**src/rtl/wclk_rptr_sync_status_if.sv**
```systemverilog
// ---------------------------------------------------------------------------
// wclk_rptr_sync_status_if
// Groups the pointer and status signals of the write-clock end of the async
// FIFO pointer crossing. Clock and reset stay plain ports on the module.
//
// Signals (widths from ADDR_W; pointers carry one extra wrap bit):
//   wptr_bin        binary write pointer        (write logic -> block)
//   rptr_gray_async Gray read pointer, rclk-launched (read side -> block)
//   wptr_gray       registered Gray write pointer   (block -> read side)
//   rptr_bin_sync   synchronized binary read pointer (block -> write logic)
//   wlevel          write-side fill level, 0..DEPTH
//   full            wlevel == DEPTH
//   almost_full     wlevel >= AF_THRESH
//   ptr_err         sticky pointer-integrity error (only with WCLK_PTR_CHECK_EN)
//
// Modports: master = write-side environment, slave = wclk_rptr_sync_status.
// ---------------------------------------------------------------------------
interface wclk_rptr_sync_status_if #(
  parameter int ADDR_W = 2
);
  logic [ADDR_W:0] wptr_bin;
  logic [ADDR_W:0] rptr_gray_async;
  logic [ADDR_W:0] wptr_gray;
  logic [ADDR_W:0] rptr_bin_sync;
  logic [ADDR_W:0] wlevel;
  logic            full;
  logic            almost_full;
`ifdef WCLK_PTR_CHECK_EN
  logic            ptr_err;
`endif

  modport master (
    output wptr_bin,
    output rptr_gray_async,
    input  wptr_gray,
    input  rptr_bin_sync,
    input  wlevel,
    input  full,
`ifdef WCLK_PTR_CHECK_EN
    input  ptr_err,
`endif
    input  almost_full
  );

  modport slave (
    input  wptr_bin,
    input  rptr_gray_async,
    output wptr_gray,
    output rptr_bin_sync,
    output wlevel,
    output full,
`ifdef WCLK_PTR_CHECK_EN
    output ptr_err,
`endif
    output almost_full
  );
endinterface

```
**src/rtl/wclk_rptr_sync_status.sv**
```systemverilog
// ---------------------------------------------------------------------------
// wclk_rptr_sync_status
// Write-clock end of the async FIFO pointer crossing:
//   - Gray-encodes the binary write pointer into a launch flop for the read
//     domain (flop drives the port directly, no logic after it).
//   - Synchronizes the Gray read pointer through SYNC_STAGES flops, decodes it
//     to binary and registers it (SYNC_STAGES+1 wclk edges of latency).
//   - Derives the write-side level and full / almost_full combinationally.
//
// Ports:
//   wclk    write clock
//   wreset  asynchronous, active-high reset (clears all flops immediately)
//   bus     wclk_rptr_sync_status_if.slave (pointers, level, flags)
//
// Parameters: ADDR_W (depth 2**ADDR_W), SYNC_STAGES (2..4), AF_THRESH (1..DEPTH)
//
// Optional feature macro WCLK_PTR_CHECK_EN: adds sticky bus.ptr_err, set when
// the synchronized Gray pointer moves by more than one bit between cycles or
// when the level exceeds DEPTH. Cleared only by wreset.
// ---------------------------------------------------------------------------
module wclk_rptr_sync_status #(
  parameter int ADDR_W      = 2,
  parameter int SYNC_STAGES = 2,
  parameter int AF_THRESH   = 3
) (
  input  logic                  wclk,
  input  logic                  wreset,
  wclk_rptr_sync_status_if.slave bus
);

  localparam int              PW      = ADDR_W + 1;
  localparam int              LAST    = SYNC_STAGES - 1;
  localparam logic [PW-1:0]   DEPTH_L = PW'(2 ** ADDR_W);
  localparam logic [PW-1:0]   AF_L    = PW'(AF_THRESH);

  function automatic logic [PW-1:0] bin2gray(input logic [PW-1:0] b);
    return b ^ (b >> 1);
  endfunction

  function automatic logic [PW-1:0] gray2bin(input logic [PW-1:0] g);
    logic [PW-1:0] b;
    b[PW-1] = g[PW-1];
    for (int i = PW - 2; i >= 0; i--) begin
      b[i] = b[i+1] ^ g[i];
    end
    return b;
  endfunction

  logic [PW-1:0] wptr_gray_q,     wptr_gray_d;
  logic [PW-1:0] rptr_bin_sync_q, rptr_bin_sync_d;
  logic [PW-1:0] sync_q [SYNC_STAGES];
  logic [PW-1:0] wlevel_c;

  assign wptr_gray_d     = bin2gray(bus.wptr_bin);
  assign rptr_bin_sync_d = gray2bin(sync_q[LAST]);

  // Launch flop for the read domain: only the Gray value may cross.
  always_ff @(posedge wclk or posedge wreset) begin
    if (wreset) begin
      wptr_gray_q <= '0;
    end else begin
      wptr_gray_q <= wptr_gray_d;
    end
  end

  // Synchronizer: stage 0 samples the async Gray pointer with no logic in front.
  always_ff @(posedge wclk or posedge wreset) begin
    if (wreset) begin
      for (int i = 0; i < SYNC_STAGES; i++) begin
        sync_q[i] <= '0;
      end
      rptr_bin_sync_q <= '0;
    end else begin
      sync_q[0] <= bus.rptr_gray_async;
      for (int i = 1; i < SYNC_STAGES; i++) begin
        sync_q[i] <= sync_q[i-1];
      end
      rptr_bin_sync_q <= rptr_bin_sync_d;
    end
  end

  // Unsigned modular difference handles pointer wrap with no special case.
  // The read pointer is stale, so the level can only over-report occupancy.
  assign wlevel_c = bus.wptr_bin - rptr_bin_sync_q;

  assign bus.wptr_gray     = wptr_gray_q;
  assign bus.rptr_bin_sync = rptr_bin_sync_q;
  assign bus.wlevel        = wlevel_c;
  assign bus.full          = (wlevel_c == DEPTH_L);
  assign bus.almost_full   = (wlevel_c >= AF_L);

`ifdef WCLK_PTR_CHECK_EN
  logic [PW-1:0] gray_prev_q;
  logic [PW-1:0] gray_diff;
  logic          multi_bit;
  logic          ptr_err_q, ptr_err_d;

  // More than one bit set in the diff <=> diff & (diff-1) is non-zero.
  assign gray_diff = sync_q[LAST] ^ gray_prev_q;
  assign multi_bit = (gray_diff & (gray_diff - PW'(1))) != '0;
  assign ptr_err_d = ptr_err_q | multi_bit | (wlevel_c > DEPTH_L);

  always_ff @(posedge wclk or posedge wreset) begin
    if (wreset) begin
      gray_prev_q <= '0;
      ptr_err_q   <= 1'b0;
    end else begin
      gray_prev_q <= sync_q[LAST];
      ptr_err_q   <= ptr_err_d;
    end
  end

  assign bus.ptr_err = ptr_err_q;
`endif

endmodule

```
**src/flat_wrapper.sv**
```systemverilog
// flat-port wrapper written by rule: the top's interface ports become plain ports
module wclk_rptr_sync_status_flat 
#(
  parameter int ADDR_W      = 2,
  parameter int SYNC_STAGES = 2,
  parameter int AF_THRESH   = 3
)
  (wclk, wreset, bus_wptr_bin, bus_rptr_gray_async, bus_wptr_gray, bus_rptr_bin_sync, bus_wlevel, bus_full, bus_almost_full);
  wclk_rptr_sync_status_if #(.ADDR_W(ADDR_W)) bus_i ();
  input  logic wclk;
  input  logic wreset;
  input wire logic [$bits(bus_i.wptr_bin)-1:0] bus_wptr_bin;
  input wire logic [$bits(bus_i.rptr_gray_async)-1:0] bus_rptr_gray_async;
  output wire logic [$bits(bus_i.wptr_gray)-1:0] bus_wptr_gray;
  output wire logic [$bits(bus_i.rptr_bin_sync)-1:0] bus_rptr_bin_sync;
  output wire logic [$bits(bus_i.wlevel)-1:0] bus_wlevel;
  output wire logic [$bits(bus_i.full)-1:0] bus_full;
  output wire logic [$bits(bus_i.almost_full)-1:0] bus_almost_full;
  assign bus_i.wptr_bin = bus_wptr_bin;
  assign bus_i.rptr_gray_async = bus_rptr_gray_async;
  assign bus_wptr_gray = bus_i.wptr_gray;
  assign bus_rptr_bin_sync = bus_i.rptr_bin_sync;
  assign bus_wlevel = bus_i.wlevel;
  assign bus_full = bus_i.full;
  assign bus_almost_full = bus_i.almost_full;
  wclk_rptr_sync_status #(.ADDR_W(ADDR_W), .SYNC_STAGES(SYNC_STAGES), .AF_THRESH(AF_THRESH)) u_core (.wclk(wclk), .wreset(wreset), .bus(bus_i));
endmodule
```
**config.mk**
```make
export PLATFORM = sky130hd
export DESIGN_NAME = wclk_rptr_sync_status_flat
export DESIGN_NICKNAME = d
export VERILOG_FILES = /design/src/rtl/wclk_rptr_sync_status_if.sv /design/src/rtl/wclk_rptr_sync_status.sv /design/src/flat_wrapper.sv
export SDC_FILE = /design/constraint.sdc
export NUM_CORES = 1
export LEC_CHECK = 0
export CELL_PAD_IN_SITES_DETAIL_PLACEMENT = 1
export CELL_PAD_IN_SITES_GLOBAL_PLACEMENT = 1
export CORE_MARGIN = 4
export CORE_UTILIZATION = 27
export DETAILED_ROUTE_END_ITERATION = 12
export PLACE_DENSITY_LB_ADDON = 0.3
export SLEW_MARGIN = 20
export SYNTH_ARGS = -nofsm -noshare
export SYNTH_HDL_FRONTEND = slang
export SYNTH_SLANG_ARGS = --single-unit
```
**constraint.sdc**
```tcl
create_clock -name wclk -period 2.2 [get_ports wclk]
set_clock_uncertainty 0.15 [all_clocks]
set_input_delay 0.66 -clock wclk [delete_from_list [all_inputs] [get_ports wclk]]
set_output_delay 0.66 -clock wclk [all_outputs]
set_load 0.01 [all_outputs]
```
Word-level counts from Yosys, hierarchy flattened:

Index checks and enable logic that the tools add are counted.

* output and inout port bits: 11
* flip-flop bits (word level): 12
* input port bits: 8
* word-level logic and storage cells: 10

* $lt $le $gt $ge: 1
* bitwise logic cells: 3
* equality and inequality tests: 1
* add/sub/neg operators: 1

Operators by type and width (number)
* $eq 3x3->1 const B: 1
* $ge 3x2->1 const B: 1
* $sub 3x3->3: 1
* $xor 3x2->3: 1
* $xor 1x1->1: 2

Longest topological paths before layout:

Gate-level depths: netlist (run 1).

* depth after elaboration: 2
* gate-level depth with buffers: 6
* mapped depth without buffers: 6

Least setup slack after synthesis (run 1):

OpenSTA, ideal clock, no wires.

* path kind: input port to output port
* start point: input bus_wptr_bin[0]
* end point: output bus_almost_full
* slack: -0.368 ns
* arrival: 1.758 ns
* stages: 6
* required time: 1.390 ns
* buffers on the path: 0
* cells stage by stage: inv_1 -> ha_1 -> inv_1 -> fa_1 -> inv_1 -> o21ai_0

* cells in the longest elaborated chain, start to end: 2

Ends and longest elaborated chain
* start: declaration: line flat_wrapper.sv:12 `input wire logic [$bits(bus_i.wptr_bin)-1:0] bus_wptr_bin;`
* $sub 3x3->3: line wclk_rptr_sync_status.sv:84 `assign wlevel_c = bus.wptr_bin - rptr_bin_sync_q;`
* via bus_wlevel[1]: line flat_wrapper.sv:16 `output wire logic [$bits(bus_i.wlevel)-1:0] bus_wlevel;`
* $ge 3x2->1: line wclk_rptr_sync_status.sv:90 `assign bus.almost_full = (wlevel_c >= AF_L);`
* end: declaration: line flat_wrapper.sv:18 `output wire logic [$bits(bus_i.almost_full)-1:0] bus_almost_full;`

The timed path passes the listed nets, and every way through them passes these cells.

Final worst setup path (run 1):

* start point: input bus_wptr_bin[0]
* end point: output bus_full

* cells in the longest elaborated chain, start to end: 2

Ends and longest elaborated chain
* $sub 3x3->3: line wclk_rptr_sync_status.sv:84
* $eq 3x3->1: line wclk_rptr_sync_status.sv:89 `assign bus.full = (wlevel_c == DEPTH_L);`
* end: declaration: line flat_wrapper.sv:17 `output wire logic [$bits(bus_i.full)-1:0] bus_full;`

No other way between the ends.

==> summary.md, run 1 <==
| Metric | Value |
|---|---|
| Min-delay worst type | `flip-flop to flip-flop` |
| Yosys warns | `0` |
| CTS Buf Count | `3` |
| Port bufs | `18` |
| Max_slew headroom | `0.696` |
| Cell row count | `14` |
| Status | `finished, violations left` |
| 1st-pass router iterations | `1` |
| R2r setup slk | `1.21 ns` |
| RSZ-0062 raised after global routing | `true` |
| Setup WS pre-CTS | `-1.45 ns` |
| CP Capture Type | `output port` |
| Power Dens Cells | `794 nW/um^2` |
| Seq cells post-synth | `12` |
| Die width | `48.1 um` |
| # clock sinks | `12` |
| WL per Instance | `13.3 um` |
| Most frequent cells in the layout | `12 x dfrtp_1, 11 x clkdlybuf4s50_1, 5 x buf_4, 4 x xor2_1` |
| Routed Antenna Nets | `0` |
| Vias post-DR | `283` |
| Clk slew on worst S/H paths | `0.07 ns` |
| Worst setup path category | `input port to output port` |
| Syn Inst Count | `28` |
| Area leader, netlist | `dfrtp_1` |
| I/O Pins | `19` |
| Post-CTS setup buffers | `0` |
| Crit path max fanout | `3` |
| Layout cell share with drive strength beyond 1 | `0.436` |
| CP arrival | `1.89 ns` |
| CTS max path bufs | `2` |
| Placer congestion estimate | `0.738` |
| Fin. Hold Viols | `0` |
| Maximum VDD drop | `0.000410 V` |
| Startpoint types | `input port` |
| Synthesis-to-finish area growth | `69.5%` |
| P_leak | `0.353 nW` |
| Synth Cell Area | `434 um^2` |
| Die Ht | `48.1 um` |
| Sequential area share after synthesis | `0.692` |
| Synthesized Nets | `38` |
| Largest net degree at the start of global routing | `13` |
| CTS tree | `yes` |
| Synthesized area per cell | `15.5 um^2` |
| Bufs and invs on worst path | `4` |
| Initial antenna violation count | `0` |
| DRT iter0 DRCs | `0` |
| Slowest CP cell | `fa_2` |
| WHS | `0.209 ns` |
| Slew Viols, Final | `0` |
| CP cell instances | `buf_12, inv_12, ha_4, inv_2, fa_2, xor3_2, nor3_4, buf_2` |
| Worst path max stage delay | `0.34 ns` |
| DRT Wirelength | `944 um` |
| Max Cap Violations | `0` |
| Most common cell after layout, fill and taps aside | `dfrtp_1` |
| Fmax | `0.370 GHz` |
| CP top delay family | `adder cells` |
| Area of the core | `1510 um^2` |
| Violated checks | `setup timing` |
| Residual DRC | `0` |
| Clock Root Buffer | `clkbuf_4` |
| TNS Setup | `-1.63 ns` |
| Final WS setup | `-0.504 ns` |
| Synth area leaders | `dfrtp_1 69%, xor2_1 8.1%, inv_1 6.1%` |
| Final setup fails | `4` |
| First-pass GRT wire length | `1500 um` |
| Nets | `66` |
| H-tree levels | `1` |
| Synth cell types | `8` |
| Worst-Skew Late Latency | `0.27 ns` |
| Critical Path RT | `1.39 ns` |
| Dpl hpwl | `784 um` |
| Final worst-path cycle share | `1.23` |
| Actual slew at the worst max-slew pin | `0.455 ns` |
| Final min period | `2.70 ns` |
| Grt total ovfl | `0` |
| Total GRT Usage | `0.104` |
| Drt via density | `3.99` |
| Starting density of the core | `0.288` |
| Antenna diodes | `0` |
| Area share of the largest cell type after synthesis | `0.692` |
| Vias in the first global route | `345` |
| Die ar. | `2310 um^2` |
| Tot Pwr | `0.584 mW` |
==> report_power, final <==
| part | switching [mW] | leakage [nW] | total [mW] | internal (mW) |
|---|---|---|---|---|
| Clock | 0.0753 | 0.0210 | 0.176 | 0.101 |
| Combinational | 0.0776 | 0.192 | 0.164 | 0.0864 |
| Sequential | 0.00811 | 0.140 | 0.244 | 0.236 |
| Total | 0.161 | 0.353 | 0.584 | 0.423 |
==> routing by layer <==
layer,up-vias,GRT usage,wire length (um)
li1,136,-,-
met4,0,0.0645,0
met1,136,0.114,333
met5,-,0,0
met3,0,0.0480,92
met2,11,0.161,518
==> final timing paths <==
path	cells after the start	end	from
worst max register to register	2	u_core.bus.rptr_bin_sync[0]	u_core.sync_q[1]
min in group asynchronous	2	u_core.bus.rptr_bin_sync[1]	wreset
max in group asynchronous	2	u_core.sync_q[4]	wreset
worst max-delay path	8	bus_full	bus_wptr_bin[0]
worst min-delay path	0	u_core.sync_q[1]	u_core.sync_q[4]
worst min register to register	0	u_core.sync_q[1]	u_core.sync_q[4]
==> stage by stage <==
stage | utilization | cells | area [um^2]
global route | 0.488 | 71 | 736
floorplan | - | 28 | 472
detailed placement | 0.471 | 67 | 709
finish | 0.488 | 71 | 736
global placement | 0.471 | 67 | 709
CTS | 0.488 | 71 | 736
==> Yosys cell counts <==
| master | instances |
|---|---|
| fa_1 | 1 |
| dfrtp_1 | 12 |
| xor3_2 | 1 |
| xor2_1 | 4 |
| ha_1 | 1 |
| o21ai_0 | 1 |
| inv_1 | 7 |
| nor3_2 | 1 |
==> worst reg2reg max path, stage by stage (launching register included) <==
cell     delay (ns)
dfrtp_1        0.38
xor2_1         0.24
xor2_1         0.16
==> logic make-up after synthesis <==
family / after synthesis / share of synthesized area
DFF: 12 / 0.692
and+or+nand+nor: 1 / 0.0231
adders and majority gates: 2 / 0.0749
xor gates and xnor gates: 5 / 0.138
AOI/OAI and AO/OA: 1 / 0.0115
buffers and inverters: 7 / 0.0605
==> final cells by class <==
class / count / area (um^2)
fill: 155 / 771
sequential: 12 / 300
timing repair buffer: 23 / 208
multi-input combinational: 9 / 133
inverter: 7 / 38.8
clock buffer: 4 / 36.3
tap: 16 / 20.0
==> state kept, by name, summed over array words and instances, names as in the netlist <==
| register | flops |
|---|---|
| u_core.bus.rptr_bin_sync | 3 |
| u_core.bus.wptr_gray | 3 |
| u_core.rptr_bin_sync_d | 1 |
| u_core.sync_q | 5 |
==> repair_timing <==
action / in CTS / in global routing
pin swaps: 1 / 2
gates resized for setup: 28 / 2
endpoints found under the setup margin: 5 / 5
hold buffers: 0 / 0
Note: power is estimated with default switching activity, not from simulation.
==> run 2: changes to the inputs <==
CELL_PAD_IN_SITES_DETAIL_PLACEMENT = unset   (was 1)
CELL_PAD_IN_SITES_GLOBAL_PLACEMENT = unset   (was 1)
CORE_AREA = 4 4 41 43   (was unset)
CORE_MARGIN = unset   (was 4)
CORE_UTILIZATION = unset   (was 27)
DIE_AREA = 0 0 45 47   (was unset)
==> run 2 against run 1 <==
- the flow still finishes with violations (setup timing)
- flip-flop and latch count unchanged
- count of clock-buffer cells in the layout unchanged
- first-iteration DRC count unchanged
- critical endpoint is now bus_wlevel[2]
- cell area increased by 6.3%
- worst setup slack got worse by 0.094 ns
- critical path type unchanged
- die area decreased by 8.6%
- via count increased by 11%
- register-to-register slack got worse by 0.02 ns
- non-clock buffer count increased by 5
- maximum frequency decreased by 3.4%
- total power increased by 6.7%
==> summary.md, run 2 (synthesis gave the netlist of run 1 again) <==
| Metric | Value |
|---|---|
| Status | `finished, violations left` |
| Violated checks | `setup timing` |
| P_leak | `0.379 nW (+7.4%)` |
| CP arrival | `1.99 ns (+0.10 ns)` |
| Grt total ovfl | `0 (unchanged)` |
| Dpl hpwl | `702 um (-10%)` |
| Global routing's busiest layer | `met2` |
| H-tree levels | `1 (unchanged)` |
| Startpoint types | `input port` |
| Worst setup path category | `input port to output port` |
| Final worst-path cycle share | `1.27 (+0.0427)` |
| CP top delay family | `buffers and inverters` |
| Critical Path RT | `1.39 ns (about the same)` |
| WL per Instance | `11.9 um (-10%)` |
| Placed Instances | `67 (unchanged)` |
| Fillers | `112 (-28%)` |
| Initial antenna violation count | `0 (unchanged)` |
| Die width | `45 um (-6.4%)` |
| Setup WS pre-CTS | `-1.44 ns (+0.0107 ns)` |
| Slew Viols, Final | `0 (unchanged)` |
| Cell row count | `13 (-1)` |
| Comb power frac | `0.338 (+0.057)` |
| Area of the multi-input gates | `133 um^2 (unchanged)` |
| Largest Register | `u_core.sync_q` |
| Number of flip-flops in the largest register | `5 (unchanged)` |
| Residual DRC | `0 (unchanged)` |
| Drt via density | `4.19 (+5.0%)` |
| Share of total power in the clock network | `0.270 (-0.031)` |
| Total GRT Usage | `0.105 (+0.00148)` |
| Synthesis-to-finish area growth | `80.1%` |
| Worst reg2reg path depth | `2 (unchanged)` |
| DRT iter0 DRCs | `0 (unchanged)` |
| Clock Root Buffer | `clkbuf_4` |
| Final min period | `2.80 ns (+0.0939 ns)` |
| CP cell instances | `buf_12, inv_12, ha_4, inv_2, fa_2, xor3_2, buf_4, buf_4, inv_2, buf_6` |
| WHS | `0.193 ns (-0.0164 ns)` |
| Starting density of the core | `0.334 (+0.0454)` |
| Most frequent cells in the layout | `12 x dfrtp_1, 11 x clkdlybuf4s50_1, 9 x buf_4, 4 x inv_2, 4 x xor2_1` |
| Antenna diodes | `0 (unchanged)` |
| Register area | `300 um^2 (unchanged)` |
| Sequential Power Share | `0.392 (-0.026)` |
| CTS Buf Count | `3 (unchanged)` |
| Largest net degree at the start of global routing | `13 (unchanged)` |
| First-pass GRT wire length | `1460 um (-3.3%)` |
| CTS tree | `yes` |
| Min-delay worst type | `flip-flop to flip-flop` |
| Port bufs | `18 (unchanged)` |
| Vias in the first global route | `326 (-5.5%)` |
| Clk slew on worst S/H paths | `0.07 ns (about the same)` |
| Non-filler cells, final | `75 (+5.6%)` |
| Worst Hold Path Cells | `0 (unchanged)` |
| Die Ht | `47 um (-2.3%)` |
| CP Capture Type | `output port` |
| Fin util | `0.601 (+0.113)` |
| Die ar. | `2120 um^2 (-8.6%)` |
| Worst-Skew Late Latency | `0.27 ns (about the same)` |
| Bufs and invs on worst path | `7 (+3)` |
| DRT Wirelength | `893 um (-5.4%)` |
| Placer congestion estimate | `0.765 (+3.6%)` |
| Final WS setup | `-0.598 ns (-0.0939 ns)` |
| Layout cell share with drive strength beyond 1 | `0.500 (+0.0636)` |
| # clock sinks | `12 (unchanged)` |
| Worst path max stage delay | `0.37 ns (+0.03 ns)` |
| Max Cap Violations | `0 (unchanged)` |
| Area of the core | `1300 um^2 (-14%)` |
| Crit path max fanout | `2 (-1)` |
| Most common cell after layout, fill and taps aside | `dfrtp_1` |
| Final setup fails | `4 (unchanged)` |
| Met2 usage | `0.184 (+0.0227)` |
| Power Dens Cells | `797 nW/um^2 (+0.34%)` |
| GR Layer Usage met1 | `0.104 (-0.0101)` |
| Max_slew headroom | `0.720 (+0.0239)` |
| CTS max path bufs | `2 (unchanged)` |
| Cell Int Power | `0.461 mW (+8.9%)` |
| Actual slew at the worst max-slew pin | `0.419 ns (-0.0358 ns)` |
| I/O Pins | `19 (unchanged)` |
| Slowest CP cell | `fa_2` |
| Met3 Track Usage GR | `0.0268 (-0.0212)` |
| Tot Pwr | `0.623 mW (+6.7%)` |
| Switching pwr | `0.162 mW (+0.75%)` |
| RSZ-0062 raised after global routing | `true` |
| Fin. Hold Viols | `0 (unchanged)` |
| 1st-pass router iterations | `1 (unchanged)` |
| Switching Fraction | `0.260 (-0.0153)` |
| Nets | `71 (+7.6%)` |
| Routed Antenna Nets | `0 (unchanged)` |
| Maximum VDD drop | `0.000429 V (+4.6%)` |
| WP depth | `10 (+2)` |
| Vias post-DR | `314 (+11%)` |
| Fmax | `0.357 GHz (-3.4%)` |
==> run 2: worst paths after layout <==
| kind | startpoint | slack, ns | end |
|---|---|---|---|
| worst max-delay path | bus_wptr_bin[0] | -0.60 | bus_wlevel[2] |
| worst min-delay path | u_core.sync_q[4] | 0.19 | u_core.sync_q[1] |
| worst max register to register | u_core.sync_q[1] | 1.19 | u_core.bus.rptr_bin_sync[0] |
| worst min register to register | u_core.sync_q[4] | 0.19 | u_core.sync_q[1] |
| max in group asynchronous | wreset | 1.08 | u_core.rptr_bin_sync_d[2] |
| min in group asynchronous | wreset | 0.52 | u_core.bus.rptr_bin_sync[1] |
==> run 2: area by class of cell <==
type / count / share of cell area
Clock buffer: 4 / 0.0464
Inverter: 7 / 0.0496
Multi-Input combinational cell: 9 / 0.170
Sequential cell: 12 / 0.384
Tap cell: 15 / 0.0240
Timing Repair Buffer: 28 / 0.326
==> run 2: timing repair <==
action	in CTS	in global routing
resized for setup	34	0
gates cloned	0	0
hold buffers	0	0
endpoints found under the hold margin	0	0
endpoints found under the setup margin	5	4
setup buffers	3	1
pin swaps	2	2
==> run 2: per-layer routing <==
metal	wire, um	vias to the layer above
met1	292	149
met2	490	16
met3	87	2
met5	0	-
met4	22	0
li1	-	147
==> run 2: stage by stage <==
stage               area (um^2)  setup TNS [ns]
floorplan                   472          -0.634
global placement            716           -6.13
detailed placement          716           -6.41
CTS                         774           -2.44
global route                782           -2.27
finish                      782           -2.11
==> run 2: power by group through the flow <==
stage	clock, mW	combinational, mW	sequential (mW)
5_1_grt	0.190	0.226	0.246
3_5_place_dp	0	0.190	0.249
6_report	0.168	0.210	0.244
4_1_cts	0.176	0.209	0.245
3_3_place_gp	0	0.182	0.248
2_1_floorplan	0	0.0762	0.253
